$ cat src/rtl/rtc_cmd_ctrl.sv
// Command sequencer/arbiter in front of the RTC core: round-robin grant of two requesters,
// single-cycle update strobes, sticky event interrupt. Optional day counter: RTC_CTRL_DAY_CNT_EN.
module rtc_cmd_ctrl (
    input  logic        clk_i,
    input  logic        rstn_i,
    input  logic [1:0]  req_i,
    input  logic [1:0]  cmd0_i,
    input  logic [1:0]  cmd1_i,
    input  logic [31:0] wdata0_i,
    input  logic [31:0] wdata1_i,
    output logic [1:0]  done_o,
    output logic [31:0] rdata_o,
    output logic        rtc_clock_update_o,
    output logic        rtc_alarm_update_o,
    output logic        rtc_timer_update_o,
    output logic [21:0] rtc_clock_o,
    output logic [9:0]  rtc_init_sec_cnt_o,
    output logic [21:0] rtc_alarm_o,
    output logic        rtc_alarm_en_o,
    output logic [16:0] rtc_timer_target_o,
    output logic        rtc_timer_en_o,
    output logic        rtc_timer_retrig_o,
    input  logic [21:0] rtc_clock_i,
    input  logic        rtc_event_i,
    input  logic        rtc_update_day_i,
    input  logic        irq_clr_i,
    output logic        irq_o
);

    localparam int unsigned CMD_W  = 2;
    localparam int unsigned DATA_W = 32;
    localparam int unsigned DAY_W  = 10;

    localparam logic [CMD_W-1:0] CMD_SET_CLOCK = 2'd0;
    localparam logic [CMD_W-1:0] CMD_SET_ALARM = 2'd1;
    localparam logic [CMD_W-1:0] CMD_SET_TIMER = 2'd2;
    localparam logic [CMD_W-1:0] CMD_READ      = 2'd3;

    typedef enum logic [1:0] {
        ST_IDLE   = 2'd0,
        ST_APPLY  = 2'd1,
        ST_SETTLE = 2'd2,
        ST_RESP   = 2'd3
    } state_t;

    state_t             state_q;
    logic               grant_q;
    logic               last_q;
    logic [CMD_W-1:0]   cmd_q;
    logic [DAY_W-1:0]   day_c;

    logic               win_c;
    logic [CMD_W-1:0]   win_cmd_c;
    logic [DATA_W-1:0]  win_wdata_c;

    // Round-robin pick: on contention favour the port not granted last
    always_comb begin
        win_c = 1'b0;
        if (req_i[0] && req_i[1]) begin
            win_c = ~last_q;
        end else begin
            win_c = req_i[1];
        end
        win_cmd_c   = win_c ? cmd1_i   : cmd0_i;
        win_wdata_c = win_c ? wdata1_i : wdata0_i;
    end

    // Strobes and config buses are loaded on the grant edge so they are visible in APPLY
    always_ff @(posedge clk_i or negedge rstn_i) begin
        if (!rstn_i) begin
            state_q            <= ST_IDLE;
            grant_q            <= 1'b0;
            last_q             <= 1'b1;
            cmd_q              <= CMD_READ;
            done_o             <= '0;
            rdata_o            <= '0;
            rtc_clock_update_o <= 1'b0;
            rtc_alarm_update_o <= 1'b0;
            rtc_timer_update_o <= 1'b0;
            rtc_clock_o        <= '0;
            rtc_init_sec_cnt_o <= '0;
            rtc_alarm_o        <= '0;
            rtc_alarm_en_o     <= 1'b0;
            rtc_timer_target_o <= '0;
            rtc_timer_en_o     <= 1'b0;
            rtc_timer_retrig_o <= 1'b0;
        end else begin
            rtc_clock_update_o <= 1'b0;
            rtc_alarm_update_o <= 1'b0;
            rtc_timer_update_o <= 1'b0;
            done_o             <= '0;
            unique case (state_q)
                ST_IDLE: begin
                    if (|req_i) begin
                        grant_q <= win_c;
                        cmd_q   <= win_cmd_c;
                        state_q <= ST_APPLY;
                        case (win_cmd_c)
                            CMD_SET_CLOCK: begin
                                rtc_clock_update_o <= 1'b1;
                                rtc_clock_o        <= win_wdata_c[21:0];
                                rtc_init_sec_cnt_o <= win_wdata_c[31:22];
                            end
                            CMD_SET_ALARM: begin
                                rtc_alarm_update_o <= 1'b1;
                                rtc_alarm_o        <= win_wdata_c[21:0];
                                rtc_alarm_en_o     <= win_wdata_c[31];
                            end
                            CMD_SET_TIMER: begin
                                rtc_timer_update_o <= 1'b1;
                                rtc_timer_target_o <= win_wdata_c[16:0];
                                rtc_timer_retrig_o <= win_wdata_c[30];
                                rtc_timer_en_o     <= win_wdata_c[31];
                            end
                            default: ;
                        endcase
                    end
                end
                ST_APPLY: begin
                    state_q <= ST_SETTLE;
                end
                ST_SETTLE: begin
                    rdata_o <= {day_c, rtc_clock_i};
                    done_o  <= grant_q ? 2'b10 : 2'b01;
                    state_q <= ST_RESP;
                end
                ST_RESP: begin
                    last_q  <= grant_q;
                    state_q <= ST_IDLE;
                end
                default: begin
                    state_q <= ST_IDLE;
                end
            endcase
        end
    end

    // Sticky interrupt; a new event outranks a simultaneous clear
    always_ff @(posedge clk_i or negedge rstn_i) begin
        if (!rstn_i) begin
            irq_o <= 1'b0;
        end else if (rtc_event_i) begin
            irq_o <= 1'b1;
        end else if (irq_clr_i) begin
            irq_o <= 1'b0;
        end
    end

`ifdef RTC_CTRL_DAY_CNT_EN
    logic [DAY_W-1:0] day_q;

    // Day counter restarts with every applied SET_CLOCK, which outranks a day pulse
    always_ff @(posedge clk_i or negedge rstn_i) begin
        if (!rstn_i) begin
            day_q <= '0;
        end else if (state_q == ST_APPLY && cmd_q == CMD_SET_CLOCK) begin
            day_q <= '0;
        end else if (rtc_update_day_i) begin
            day_q <= day_q + DAY_W'(1);
        end
    end

    assign day_c = day_q;
`else
    logic unused_day_c;

    assign day_c        = '0;
    assign unused_day_c = ^{rtc_update_day_i, cmd_q};
`endif

endmodule

$ cat config.mk
export PLATFORM = sky130hd
export DESIGN_NAME = rtc_cmd_ctrl
export DESIGN_NICKNAME = d
export VERILOG_FILES = /design/src/rtl/rtc_cmd_ctrl.sv
export SDC_FILE = /design/constraint.sdc
export NUM_CORES = 1
export LEC_CHECK = 0
export BUFFER_PORTS_ARGS = -buffer_cell sky130_fd_sc_hd__buf_2
export CORE_MARGIN = 2
export CORE_UTILIZATION = 48
export CTS_BUF_LIST = sky130_fd_sc_hd__clkbuf_8
export CTS_CLUSTER_SIZE = 25
export DETAILED_ROUTE_END_ITERATION = 7
export PLACE_DENSITY = 0.84
export SLEW_MARGIN = 20
export SYNTH_ARGS = -nofsm -noshare
export SYNTH_HDL_FRONTEND = slang
export SYNTH_SLANG_ARGS = --single-unit
$ cat constraint.sdc
create_clock -name clk_i -period 2.2 [get_ports clk_i]
set_input_delay 0.44 -clock clk_i [delete_from_list [all_inputs] [get_ports clk_i]]
set_output_delay 0.44 -clock clk_i [all_outputs]
set_load 0.005 [all_outputs]
==> out/metrics.yaml <==
setup_path:
  slowest_delay_ns: 0.40
  worst_path_max_delay_cell: "dfrtp_1"
  path_buf_inv: 2
  cp.required_ns: 2.43
  startpoint_type: "register"
  crit_chain: "inv_1, ha_2, nor2b_1, a32o_1, nor2b_2, buf_4, mux2_1"
  endpoint_kind: "register"
  cpLargestDelayFamily: "flip-flops"
  crit_arrival_ns: 2.23
  crit_fanout: 12
  startpoint: "state_q[0]"
  criticalPathCategory: "register to register"
  r2r-start: "state_q[0]"
sta:
  finClkSkew_ns: 0.0139
  timing.fmax_mhz: 500
  finalMaxSlewViolations: 0
  worst_pin_slew_ns: 0.548
  rsz0062_at_grt: "false"
  hold_viol_final: 0
  relSlewSlack_pct: 63.4
  period_share_pct: 90.9
  finalSetupViolCount: 0
  postLayoutSetupSlackWorst_ns: 0.201
  final.min_clock_period_ns: 2.00
  holdWs_ns: 0.139
  totalNegativeSetupSlack_ns: 0
global_routing:
  antenna_found_initial: 0
  grtUsageTotal_pct: 19.9
  grt_pass1_wl_um: 15600
  grt_pass1_vias: 3210
  grt_max_degree: 107
  overflow: 0
logic_synthesis:
  synth_compound_area_share_pct: 1.48
  synth_top_family_by_area: "multiplexers"
  synth-xor-area-share_pct: 0
  synthSimpleGateAreaFrac_pct: 1.62
  synth-async-reset-ratio_pct: 100
  yosysSeqAreaShare_pct: 59.2
  synth-edff-count: 0
  muxShareOfSynthArea_pct: 32.9
  synth_flop_cell: "dfrtp_1"
  synth-adder-area-share_pct: 0.837
  synth_top_area_cell: "dfrtp_1"
  ys_seq_elements: 106
  synth_area_leaders: "dfrtp_1 (59%), mux2_1 (17%), mux2_2 (16%)"
  syn_inst: 289
  syn_avg_cell_area_um2: 15.5
  syn_area_um2: 4490
  yosys.cell_types.count: 24
  netlist.area_leader.share_pct: 58.6
  yosys_warnings: 0
cts:
  clkLatencyLatePin_ns: 0.36
  htreeDepth: 3
  clockRootBuffer: "clkbuf_8"
  cts_setup_buffers: 0
  numCtsBuffers: 9
  cts-resized-gates: 0
  clk_pin_slew_ns: 0.09
  cts_sinks: 106
  clock_path_buffers: 2
  ctsHoldBuffers: 0
  cts_tree: "yes"
die:
  start_util_pct: 49.0
  fp.dieW_um: 101
  die_h_um: 101
  ios: 209
  core_area_um2: 9150
  num_rows: 35
  dieArea_um2: 10100
cells_and_area:
  nets: 591
  layout-area-overhead-vs-synth_pct: 29.3
  n_antenna_cell: 0
  fillCellCount: 712
  final_cell_mix: "buf_2 (196), dfrtp_1 (105), mux2_1 (67)"
  finalNonFillerCells: 607
  drive_gt1_share_pct: 58.1
  mostFrequentLayoutCell: "buf_2"
power:
  ir_drop_mv: 0.681
  powerDensity_nw_per_um2: 1270
  power.leakage_nw: 2.93
detailed_routing:
  drc: 0
  first_pass_iters: 4
  finalWirelength_um: 9760
  wl_per_cell_um: 16.1
  drtIter0Drc: 58
  viasPerCell: 5.00
  num_vias: 3034
  ant_nets: 0
run:
  cap_violations: 0
placed_design:
  port_buffers: 197
  dp.cells: 591
  post-place-ws_ns: 0.145
  hpwl_um: 7390
  gp_congestion: 0.764
status:
  outcome: "complete, no violations"
worst_hold_path:
  min_path_type: "input pin to async pin"
-- where the power goes --
group	internal, mW	leakage (nW)	switching [mW]
sequential	2.91	1.27	0.478
clock	0.632	0.113	0.625
combinational	1.56	1.54	1.15
total	5.10	2.93	2.26
-- per-layer routing --
layer / global-route usage, % / up-vias / routed length [um] / part of all wire, %
li1: - / 1391 / - / -
met1: 22.9 / 1479 / 3840 / 39
met2: 33.7 / 148 / 4840 / 50
met3: 6.80 / 16 / 846 / 8.7
met4: 8.54 / 0 / 230 / 2.4
met5: 0 / - / 0 / 0
-- cell type report --
class	count	area [um^2]	share of cell area [%]
Clock inverter	7	87.6	1.51
Sequential cell	106	2650	45.8
Tap cell	111	139	2.40
Timing Repair Buffer	206	1080	18.6
Multi-Input combinational cell	163	1690	29.2
Inverter	5	18.8	0.324
Clock buffer	9	124	2.14
-- Yosys cell counts, types with 2 or more instances --
master and count:
dfrtp_1 105, mux2_1 67, mux2_2 62, buf_4 17
inv_1 5, clkbuf_1 4, nor2b_1 4, buf_2 3
ha_1 3, nand2_1 3, a32o_1 2, nor2_1 2
-- flip-flops by register name, indices dropped and copies added, names as in the netlist, 2 cells and up --
name                cells
state_q                 2
done_o                  2
rtc_timer_target_o     17
rtc_alarm_o            22
rtc_clock_o            22
rdata_o                22
rtc_init_sec_cnt_o     10
-- cells by family after synthesis --
family,after synthesis
other,1
and+or+nand+nor,13
buffers and inverters,29
muxes,130
AOI/OAI and AO/OA,7
adders and majority gates,3
DFF,106
-- through the flow --
step                      cell area, um^2  total power, mW  util [%]
after floorplan                      4520             4.78         -
after global placement               5580             6.00      61.0
after detailed placement             5580             6.19      61.0
after CTS                            5800             7.46      63.3
after global routing                 5800             7.88      63.3
final                                5800             7.36      63.3
-- final timing paths --
kind / end / slack, ns / cells after the start
max: rtc_timer_target_o[11] / 0.20 / 7
min: rtc_init_sec_cnt_o[6] / 0.14 / 2
max reg2reg: rtc_timer_target_o[11] / 0.20 / 7
min reg2reg: rtc_timer_target_o[10] / 0.49 / 1
max in group asynchronous: rtc_timer_target_o[7] / 1.63 / 2
min in group clk_i: irq_o / 0.27 / 2
No activity file was read; power rests on OpenSTA's default activity.
